`src/rtl/viterbi_frame_ctrl.sv`:
```
// Frame sequencer for the Viterbi decoder front end: accepts demapper symbols,
// feeds them to the bmu, appends flush tail symbols, waits for the bmu pipeline
// to drain, then starts and waits on traceback.
module viterbi_frame_ctrl #(
  parameter int FRAME_LEN     = 64,
  parameter int TAIL_LEN      = 2,
  parameter int DRAIN_TIMEOUT = 8,
  localparam int CW           = $clog2(FRAME_LEN + TAIL_LEN + 1)
) (
  input  logic          clk,
  input  logic          rst,
  input  logic          start,
  input  logic          sym_valid,
  output logic          sym_ready,
  input  logic [1:0]    sym_data,
  input  logic          sym_last,
  output logic          bmu_refresh,
  output logic          bmu_valid_in,
  output logic [1:0]    bmu_bit_pair,
  input  logic          bmu_valid_out,
  output logic          tb_start,
  input  logic          tb_done,
  output logic          busy,
  output logic          frame_done,
  output logic [CW-1:0] sym_count,
  output logic          err_len,
  output logic          err_timeout
);

  // One down-counter is shared between the tail issue phase and the drain timeout.
  localparam int TMAX = (TAIL_LEN > DRAIN_TIMEOUT) ? TAIL_LEN : DRAIN_TIMEOUT;
  localparam int TW   = $clog2(TMAX);

  // state     | meaning
  // S_IDLE    | waiting for start
  // S_REFRESH | one-cycle bmu refresh
  // S_RUN     | accepting data symbols from the demapper
  // S_TAIL    | issuing 2'b00 flush symbols
  // S_DRAIN   | waiting for bmu results to come back (bounded)
  // S_TB      | traceback running
  // S_DONE    | one-cycle frame_done
  typedef enum logic [2:0] {
    S_IDLE, S_REFRESH, S_RUN, S_TAIL, S_DRAIN, S_TB, S_DONE
  } state_t;

  state_t        state, state_nxt;
  logic [TW-1:0] timer, timer_nxt;
  logic [CW-1:0] outstanding;
  logic [CW-1:0] count_nxt;
  logic [1:0]    pair_nxt;
  logic          vin_nxt, tb_start_nxt, err_len_nxt, err_to_nxt;
  logic          accept, final_sym;

  // Next-state and next-output logic; every output is registered from these.
  always_comb begin
    state_nxt    = state;
    timer_nxt    = timer;
    count_nxt    = sym_count;
    pair_nxt     = bmu_bit_pair;
    vin_nxt      = 1'b0;
    tb_start_nxt = 1'b0;
    err_len_nxt  = err_len;
    err_to_nxt   = err_timeout;
    accept       = sym_valid && sym_ready;
    // During RUN sym_count holds only data symbols, so this accept is number FRAME_LEN.
    final_sym    = (sym_count == CW'(FRAME_LEN - 1));
    case (state)
      S_IDLE: begin
        if (start) begin
          state_nxt   = S_REFRESH;
          count_nxt   = '0;
          err_len_nxt = 1'b0;
          err_to_nxt  = 1'b0;
        end
      end
      S_REFRESH: state_nxt = S_RUN;
      S_RUN: begin
        if (accept) begin
          vin_nxt   = 1'b1;
          pair_nxt  = sym_data;
          count_nxt = sym_count + CW'(1);
          if (sym_last || final_sym) begin
            state_nxt = S_TAIL;
            timer_nxt = TW'(TAIL_LEN - 1);
            if (sym_last != final_sym) err_len_nxt = 1'b1;
          end
        end
      end
      S_TAIL: begin
        vin_nxt   = 1'b1;
        pair_nxt  = 2'b00;
        count_nxt = sym_count + CW'(1);
        if (timer == '0) begin
          state_nxt = S_DRAIN;
          timer_nxt = TW'(DRAIN_TIMEOUT - 1);
        end else begin
          timer_nxt = timer - TW'(1);
        end
      end
      S_DRAIN: begin
        // The last tail symbol is still on bmu_valid_in in the first DRAIN cycle.
        if (outstanding == '0 && !bmu_valid_in) begin
          state_nxt    = S_TB;
          tb_start_nxt = 1'b1;
        end else if (timer == '0) begin
          state_nxt    = S_TB;
          tb_start_nxt = 1'b1;
          err_to_nxt   = 1'b1;
        end else begin
          timer_nxt = timer - TW'(1);
        end
      end
      S_TB:    if (tb_done) state_nxt = S_DONE;
      S_DONE:  state_nxt = S_IDLE;
      default: state_nxt = S_IDLE;
    endcase
  end

  // State, timer and registered outputs.
  always_ff @(posedge clk or posedge rst) begin
    if (rst) begin
      state        <= S_IDLE;
      timer        <= '0;
      sym_ready    <= 1'b0;
      bmu_refresh  <= 1'b0;
      bmu_valid_in <= 1'b0;
      bmu_bit_pair <= 2'b00;
      tb_start     <= 1'b0;
      busy         <= 1'b0;
      frame_done   <= 1'b0;
      sym_count    <= '0;
      err_len      <= 1'b0;
      err_timeout  <= 1'b0;
    end else begin
      state        <= state_nxt;
      timer        <= timer_nxt;
      sym_ready    <= (state_nxt == S_RUN);
      bmu_refresh  <= (state_nxt == S_REFRESH);
      bmu_valid_in <= vin_nxt;
      bmu_bit_pair <= pair_nxt;
      tb_start     <= tb_start_nxt;
      busy         <= (state_nxt != S_IDLE);
      frame_done   <= (state_nxt == S_DONE);
      sym_count    <= count_nxt;
      err_len      <= err_len_nxt;
      err_timeout  <= err_to_nxt;
    end
  end

  // Symbols in flight inside the bmu; saturates at zero on stray valid_out.
  always_ff @(posedge clk or posedge rst) begin
    if (rst) begin
      outstanding <= '0;
    end else if (state == S_IDLE && start) begin
      outstanding <= '0;
    end else if (bmu_valid_in && !bmu_valid_out) begin
      outstanding <= outstanding + CW'(1);
    end else if (!bmu_valid_in && bmu_valid_out && outstanding != '0) begin
      outstanding <= outstanding - CW'(1);
    end
  end

endmodule

```
`config.mk`:
```
export PLATFORM = sky130hd
export DESIGN_NAME = viterbi_frame_ctrl
export DESIGN_NICKNAME = d
export VERILOG_FILES = /design/src/rtl/viterbi_frame_ctrl.sv
export SDC_FILE = /design/constraint.sdc
export NUM_CORES = 1
export LEC_CHECK = 0
export ABC_AREA = 1
export BUFFER_PORTS_ARGS = -buffer_cell sky130_fd_sc_hd__buf_2
export CAP_MARGIN = 5
export CORE_ASPECT_RATIO = 0.75
export CORE_UTILIZATION = 43
export DETAILED_ROUTE_END_ITERATION = 6
export PLACE_DENSITY = 0.61
export SLEW_MARGIN = 5
export SYNTH_ARGS = -nofsm -noshare
export SYNTH_HDL_FRONTEND = slang
export SYNTH_SLANG_ARGS = --single-unit
```
`constraint.sdc`:
```
create_clock -name clk -period 4.3 [get_ports clk]
set_clock_uncertainty 0.15 [all_clocks]
set_input_delay 0.86 -clock clk [delete_from_list [all_inputs] [get_ports clk]]
set_output_delay 0.86 -clock clk [all_outputs]
set_load 0.01 [all_outputs]
```
==> summary.md, run 1 <==
| Metric | Value |
|---|---|
| Final total power | `1.625 mW` |
| DRT iter0 DRCs | `46` |
| Final nets | `285` |
| Antenna viol nets, final | `0` |
| Max-slew headroom | `74.59%` |
| Worst-path maximum fanout | `5` |
| Root buffer cell | `clkbuf_8` |
| Crit Reg-Reg Endpoint | `timer[1]` |
| Worst reg2reg startpoint | `sym_count[0]` |
| WL final | `roughly 3.4 mm` |
| Power Density | `765.0 nW/um^2` |
| Finished Cell Area | `2125 um^2` |
| H-tree levels | `2` |
| WL per Instance | `about 11 um` |
| Maximum VDD drop | `333.9 uV` |
| Worst setup path class | `flip-flop to flip-flop` |
| Core Region | `4054 um^2` |
| Internal power | `between 0.8 and 0.9 mW` |
| Synthesized flop and latch total | `30` |
| Met2 usage | `25.13%` |
| Hold path start | `timer[1]` |
| Power share of the clock group | `approximately 17%` |
| Initial DRT Pass Iterations | `4` |
| Row count | `20` |
| Syn nets | `252` |
| Worst-Margin Slew | `between 0.3 and 0.4 ns` |
| WHS Path Cells | `2` |
| Via count | `1497` |
| Outcome | `completed` |
| Final Hold Vio Count | `0` |
| Fin Setup TNS | `0 ns` |
| Tot GR Track Use | `17.96%` |
| Reg power frac | `between 20% and 30%` |
| Worst setup EP type | `flip-flop` |
| FF-to-FF path depth | `11` |
| Class of the worst hold path | `flip-flop to flip-flop` |
| Max clock buf depth | `2` |
| Pin count of the biggest net entering global routing | `31` |
| Die width | `76.93 um` |
| P_leak | `1.197 nW` |
| CP arrival | `2.54 ns` |
| RSZ-0062 raised after global routing | `no` |
| # Max-Cap Violations | `0` |
| Critical Path RT | `4.32 ns` |
| Initial antenna violation count | `0` |
| Post-Syn Area | `1810 um^2` |
| Post-Syn Area per Cell | `around 7.8 um^2` |
| Vias in the first global route | `approximately 1400` |
| Post-synthesis sequential area ratio | `41.47%` |
| Global-route wire length before repair | `6.189 mm` |
| RD Place Congestion | `0.8296` |
| HPWL after DPL | `~2.7 mm` |
| Met3 Use GR | `approximately 6%` |
| Gate power share | `52.9%` |
| Gr busiest metal | `met1` |
| Clock tree from TritonCTS | `built` |
| Max Fclk | `roughly 400 MHz` |
| Hold slack final | `0.3263 ns` |
| Placed Instance Area | `~2000 um^2` |
| Final Max Slew Viols | `0` |
| Startpoint Class | `flip-flop` |
| YS warnings | `0` |
| # IOs | `26` |
| Clk_lat worst skew | `approximately 0.28 ns` |
| Num Clock Sinks | `30` |
| Ant diodes | `0` |
| Setup Fix Bufs, Post-CTS | `0` |
| Post-synth cell types | `26` |
| Vias per cell | `4.664` |
| Port Buffer Count | `25` |
| Fill cells | `409` |
| NetSw | `0.7271 mW` |
| Final setup violation count | `0` |
| Die Height | `58.20 um` |
| Post-CTS resize count | `0` |
| CTS buffer count | `5` |
| Starting Density | `44.66%` |
| Reg clk slew, reported paths | `0.06 ns` |
| Sw Share | `between 40 and 50%` |
| Synthesis-to-layout area growth | `17.35%` |
| GRT overflow | `0` |
| Share of cells above drive strength 1 | `roughly a fifth` |
| Mapped Cells | `between 200 and 250` |
| FF-to-FF setup slack | `1.78 ns` |
| Fin crit share | `~59%` |
| CTS Hold Bufs | `0` |
| M1 GR Usage | `25.94%` |
| # DRC | `0` |
| Min cycle time layout | `around 2.5 ns` |
| Die ar. | `approximately 4500 um^2` |
| WHS Endpoint | `timer[1]` |
cells in the final DEF (no fill, tap or decap), drive strengths merged, types with 2 or more instances in the layout:
| cell | instances |
|---|---|
| nor2 | 21 |
| ha | 9 |
| nand3 | 23 |
| xor2 | 6 |
| xnor2 | 3 |
| buf | 26 |
| o21ai | 12 |
| a22o | 2 |
| a21oi | 6 |
| or2 | 3 |
| nand2 | 73 |
| clkbuf | 6 |
| inv | 38 |
| dfrtp | 30 |
critical path, cell delays in order, from the launching register on:
cell and delay [ns]:
dfrtp_1 0.40, ha_1 0.19, nand2_1 0.08, nor2_1 0.16, nand3_1 0.12, or2_2 0.29
ha_1 0.19, or2_2 0.30, a22oi_2 0.23, nand2_1 0.16, nand2_1 0.08, nand2_1 0.05
metrics by stage:
stage	utilization, %	setup WS, ns	instances
2_1_floorplan	-	2.000	233
3_3_place_gp	49.63	1.818	314
3_5_place_dp	49.63	1.770	314
4_1_cts	52.41	1.802	321
5_1_grt	52.41	1.604	321
6_report	52.41	1.783	321
area by class of cell:
| class | instances | area (um^2) | area share (%) |
|---|---|---|---|
| Tap cell | 55 | 68.82 | 3.239 |
| Timing Repair Buffer | 26 | 132.6 | 6.243 |
| Inverter | 39 | 147.6 | 6.949 |
| Clock buffer | 6 | 82.58 | 3.887 |
| Sequential cell | 30 | 750.7 | 35.34 |
| Clock inverter | 1 | 30.03 | 1.413 |
| Multi-Input combinational cell | 164 | 912.1 | 42.93 |
power groups by stage:
stage               registers (mW)  logic, mW  clock network [mW]
global route                 0.495      0.991               0.309
finish                       0.482      0.860               0.283
floorplan                    0.490      0.661                   0
CTS                          0.482      0.868               0.293
global placement             0.486      0.854                   0
detailed placement           0.485      0.865                   0
cells by family after synthesis:
family	Yosys count	share of synthesized area, %
AND/OR/NAND/NOR	122	30.48
buffers and inverters	39	8.155
XOR/XNOR	9	4.354
adder cells (fa/ha/maj)	10	7.326
AO/OA/AOI/OAI	23	8.224
flip-flops	30	41.47
registers in the layout (all words and copies together), names as in the netlist, 2 cells and up:
signal	count
timer	3
state	3
sym_count	7
outstanding	7
bmu_bit_pair	2
cells in the mapped netlist (all sizes together):
cell type,n,share of area [%]
and3,1,0.35
xor2,6,2.9
xnor2,3,1.5
nand2,73,16
o21ai,12,3.3
fa,1,1.1
nand3,23,7.0
a22o,2,0.97
nand4,1,0.35
clkinv,1,0.28
dfrtp,30,41
a21oi,6,1.7
inv,38,7.9
o21a,1,0.41
or2,3,1.0
a22oi,1,0.69
ha,9,6.2
nor2,21,5.6
o211ai,1,1.2
metal layers:
layer / routed length [um] / share of wire, %
met1: 1912 / 56
met2: 1303 / 38
met3: 187 / 5.5
met4: 27 / 0.79
met5: 0 / 0
worst max-delay path by stage:
stage,from,end,slack (ns)
floorplan,sym_count[0],timer[2],2.00
global placement,bmu_valid_out,outstanding[4],1.82
detailed placement,bmu_valid_out,outstanding[6],1.77
CTS,sym_count[0],timer[1],1.80
global route,sym_count[0],timer[0],1.60
finish,sym_count[0],timer[1],1.78
(Power assumes the default switching activity.)
==> run 2: changes to the inputs <==
--- a/config.mk
+++ b/config.mk
@@ -5,13 +5,13 @@
 export SDC_FILE = /design/constraint.sdc
 export NUM_CORES = 1
 export LEC_CHECK = 0
-export ABC_AREA = 1
+export ABC_AREA = 0
 export BUFFER_PORTS_ARGS = -buffer_cell sky130_fd_sc_hd__buf_2
 export CAP_MARGIN = 5
 export CORE_ASPECT_RATIO = 0.75
 export CORE_UTILIZATION = 43
 export DETAILED_ROUTE_END_ITERATION = 6
-export PLACE_DENSITY = 0.61
+export PLACE_DENSITY = 0.64
 export SLEW_MARGIN = 5
 export SYNTH_ARGS = -nofsm -noshare
 export SYNTH_HDL_FRONTEND = slang
==> constraint.sdc (replaced) <==
create_clock -name clk -period 2.1 [get_ports clk]
set_clock_uncertainty 0.15 [all_clocks]
set_input_delay 0.42 -clock clk [delete_from_list [all_inputs] [get_ports clk]]
set_output_delay 0.42 -clock clk [all_outputs]
set_load 0.01 [all_outputs]
==> run 2 against run 1 <==
  * The run now ends with negative setup slack left
  * Routed wire length up 16%
  * Critical path depth is 4 lower
  * Register-to-register slack worse by 1.9 ns
  * Die area down 6.4%
  * Combinational power grew to 2.5 times the previous value
  * Sequential cell count unchanged
  * Worst hold slack worse by 0.28 ns
  * Maximum frequency grew 12%
  * Power is 130% higher
  * Critical path type unchanged
  * Critical endpoint is now outstanding[6]
  * Largest cell class unchanged
  * Largest power group unchanged
  * Highest routed layer unchanged
==> summary.md, run 2 <==
| Metric | Value |
|---|---|
| Crit Reg-Reg Endpoint | `outstanding[6] (was timer[1])` |
| CTS buffer count | `5 (unchanged)` |
| Reg clk slew, reported paths | `0.06 ns (about the same)` |
| Final setup violation count | `2 (was 0)` |
| Fill cells | `333 (was 409)` |
| Num Clock Sinks | `30 (unchanged)` |
| FF-to-FF setup slack | `-0.15 ns (was 1.78 ns)` |
| Clock tree from TritonCTS | `built (unchanged)` |
| Max-slew headroom | `68.14% (was 74.59%)` |
| # DRC | `0 (unchanged)` |
| # IOs | `26 (unchanged)` |
| Worst reg2reg startpoint | `bmu_valid_in (was sym_count[0])` |
| Initial DRT Pass Iterations | `5 (was 4)` |
| Share of cells above drive strength 1 | `34.78% (was 20.68%)` |
| Clk_lat worst skew | `0.28 ns (about the same)` |
| Row count | `19 (was 20)` |
| Vias in the first global route | `1501 (was 1402)` |
| Final Hold Vio Count | `0 (unchanged)` |
| Vias per cell | `5.472 (was 4.664)` |
| Worst setup EP type | `flip-flop (unchanged)` |
| Ys flop type | `dfrtp_1 (unchanged)` |
| Max Fclk | `443.5 MHz (was 397.4 MHz)` |
| Worst-path maximum fanout | `4 (was 5)` |
| EDFF count, synth | `0 (unchanged)` |
| Initial antenna violation count | `0 (unchanged)` |
| Commonest cells post-synth | `dfrtp_1 (30), nand2_1 (24), o21ai_0 (14) (was nand2_1 (68), inv_1 (33), dfrtp_1 (30))` |
| WL final | `3.995 mm (was 3.431 mm)` |
| YS warnings | `0 (unchanged)` |
| # Max-Cap Violations | `0 (unchanged)` |
| RD Place Congestion | `0.8949 (was 0.8296)` |
| Ant diodes | `0 (unchanged)` |
| Critical Path RT | `2.12 ns (was 4.32 ns)` |
| Post-Syn Area | `1690 um^2 (was 1810 um^2)` |
| Via count | `1543 (was 1497)` |
| HPWL after DPL | `2.815 mm (was 2.650 mm)` |
| Post-Place Setup Slack | `-0.3435 ns (was 1.770 ns)` |
| DRT iter0 DRCs | `163 (was 46)` |
| Starting Density | `45.58% (was 44.66%)` |
| Worst setup path class | `flip-flop to flip-flop (unchanged)` |
| P_leak | `1.036 nW (was 1.197 nW)` |
| Final total power | `3.676 mW (was 1.625 mW)` |
| Area share of the largest cell type after synthesis | `44.41% (was 41.47%)` |
| Pin count of the biggest net entering global routing | `31 (unchanged)` |
| Die width | `74.40 um (was 76.93 um)` |
| Port Buffer Count | `25 (unchanged)` |
| Largest regs | `outstanding (7), sym_count (7) (unchanged)` |
| Antenna viol nets, final | `0 (unchanged)` |
| Commonest cells after routing, fill and taps aside | `dfrtp_1 (30), buf_2 (25), nand2_1 (24), buf_4 (24) (was nand2_1 (68), inv_1 (33), dfrtp_1 (30))` |
| Synthesized flop and latch total | `30 (unchanged)` |
| Core Region | `3709 um^2 (was 4054 um^2)` |
| Maximum VDD drop | `705.7 uV (was 333.9 uV)` |
| Power Density | `1646 nW/um^2 (was 765.0 nW/um^2)` |
| Min cycle time layout | `2.255 ns (was 2.517 ns)` |
| Violated checks | `negative setup slack` |
| Post-synth cell types | `46 (was 26)` |
| Tot GR Track Use | `21.27% (was 17.96%)` |
| Area contributors post-synth | `dfrtp_1 (44%), ha_1 (6.7%), nand2_1 (5.3%), o21ai_0 (4.1%), a21oi_1 (2.7%) (was dfrtp_1 (41%), nand2_1 (14%), inv_1 (6.8%), ha_1 (6.2%), nand3_1 (6.1%))` |
| Core Util, Final | `60.22% (was 52.41%)` |
| Final nets | `249 (was 285)` |
| GRT overflow | `0 (unchanged)` |
| Fin crit share | `107.4% (was 58.53%)` |
| Most instantiated library cell after synthesis | `dfrtp_1 (was nand2_1)` |
| Synthesis-to-layout area growth | `32.12% (was 17.35%)` |
| Commonest non-fill, non-tap cell in the layout | `dfrtp_1 (was nand2_1)` |
| Syn nets | `196 (was 252)` |
| WL per Instance | `14.17 um (was 10.69 um)` |
| Async SR Flop Fraction | `100.0% (unchanged)` |
| CP arrival | `2.27 ns (was 2.54 ns)` |
| Die ar. | `4188 um^2 (was 4477 um^2)` |
| Die Height | `56.30 um (was 58.20 um)` |
| Startpoint Class | `flip-flop (unchanged)` |
| Post-synthesis sequential area ratio | `44.41% (was 41.47%)` |
| RSZ-0062 raised after global routing | `yes (was no)` |
| H-tree levels | `2 (unchanged)` |
| Worst-Margin Slew | `0.4780 ns (was 0.3812 ns)` |
| Outcome | `finished with violations (was completed)` |
| Global-route wire length before repair | `6.755 mm (was 6.189 mm)` |
| Mapped Cells | `177 (was 233)` |
| Class of the worst hold path | `input pin to async pin (was flip-flop to flip-flop)` |
| Max clock buf depth | `2 (unchanged)` |
| Final WS setup | `-0.1546 ns (was 1.783 ns)` |
| Final Max Slew Viols | `0 (unchanged)` |
| Synth area leader | `dfrtp_1 (unchanged)` |
| Root buffer cell | `clkbuf_8 (unchanged)` |
| Post-Syn Area per Cell | `9.550 um^2 (was 7.770 um^2)` |
| FF-to-FF path depth | `7 (was 11)` |
run 2: routing by layer:
metal	track usage, %	share of wire [%]	vias to the layer above
met4	6.739	1.1	0
met5	0	0	-
met2	31.53	47	52
li1	-	-	734
met1	30.35	46	750
met3	5.386	5.4	7
run 2: timing repair:
item	4_1_cts	5_1_grt
buffers inserted	1	2
hold buffers	0	0
setup endpoints to repair	3	9
pin swaps	5	11
resized for setup	3	14
run 2: worst max-delay path, cell delays in order, from the launching register on:
cell	delay, ns
dfrtp_1	0.36
or2b_4	0.31
fa_2	0.38
a211oi_4	0.23
o21bai_1	0.12
a21oi_2	0.16
mux2_4	0.31
mux2i_1	0.11
run 2: final cells by class:
type / count / area (um^2) / share of cell area (%)
clock buffers: 7 / 76.32 / 3.417
inverters: 7 / 26.28 / 1.176
multi-input cells: 136 / 998.5 / 44.71
flip-flops and latches: 30 / 750.7 / 33.61
well taps: 52 / 65.06 / 2.913
repair buffers: 50 / 316.6 / 14.17
run 2: per-stage QoR:
| stage | cells | hold slack, ns | setup TNS, ns | instance area, um^2 |
|---|---|---|---|---|
| after floorplan | 177 | 0.3351 | -0.1832 | 1714 |
| after global placement | 273 | 0.3313 | -0.6774 | 2057 |
| after detailed placement | 273 | 0.3397 | -0.9000 | 2057 |
| after CTS | 281 | 0.06388 | -0.1983 | 2158 |
| after global routing | 282 | 0.07985 | -0.5875 | 2233 |
| final | 282 | 0.04948 | -0.2754 | 2233 |
run 2: worst max path at each step:
| stage | to | slack (ns) | from | cells after the start |
|---|---|---|---|---|
| 5_1_grt | outstanding[6] | -0.21 | bmu_valid_in | 7 |
| 2_1_floorplan | outstanding[6] | -0.18 | bmu_valid_in | 7 |
| 3_3_place_gp | outstanding[6] | -0.26 | bmu_valid_out | 8 |
| 6_report | outstanding[6] | -0.15 | bmu_valid_in | 7 |
| 4_1_cts | outstanding[6] | -0.15 | bmu_valid_in | 7 |
| 3_5_place_dp | outstanding[5] | -0.34 | bmu_valid_out | 9 |
run 2: cells by family (layout without fill, tap and decap cells):
group                      Yosys count  in the layout  synth area share (%)
AOI/OAI and AO/OA                   52             52                 20.50
xor gates and xnor gates             4              4                 2.072
adders and majority gates           10             10                 7.846
buffers and inverters               11             64                 2.738
DFF                                 30             30                 44.41
muxes                                2              2                 1.480
and+or+nand+nor                     68             68                 20.95
run 2: power breakdown:
part | switching, mW | total (mW) | internal [mW]
registers | 0.253 | 1.06 | 0.811
clock network | 0.196 | 0.423 | 0.227
logic | 1.08 | 2.19 | 1.11
total | 1.53 | 3.68 | 2.15
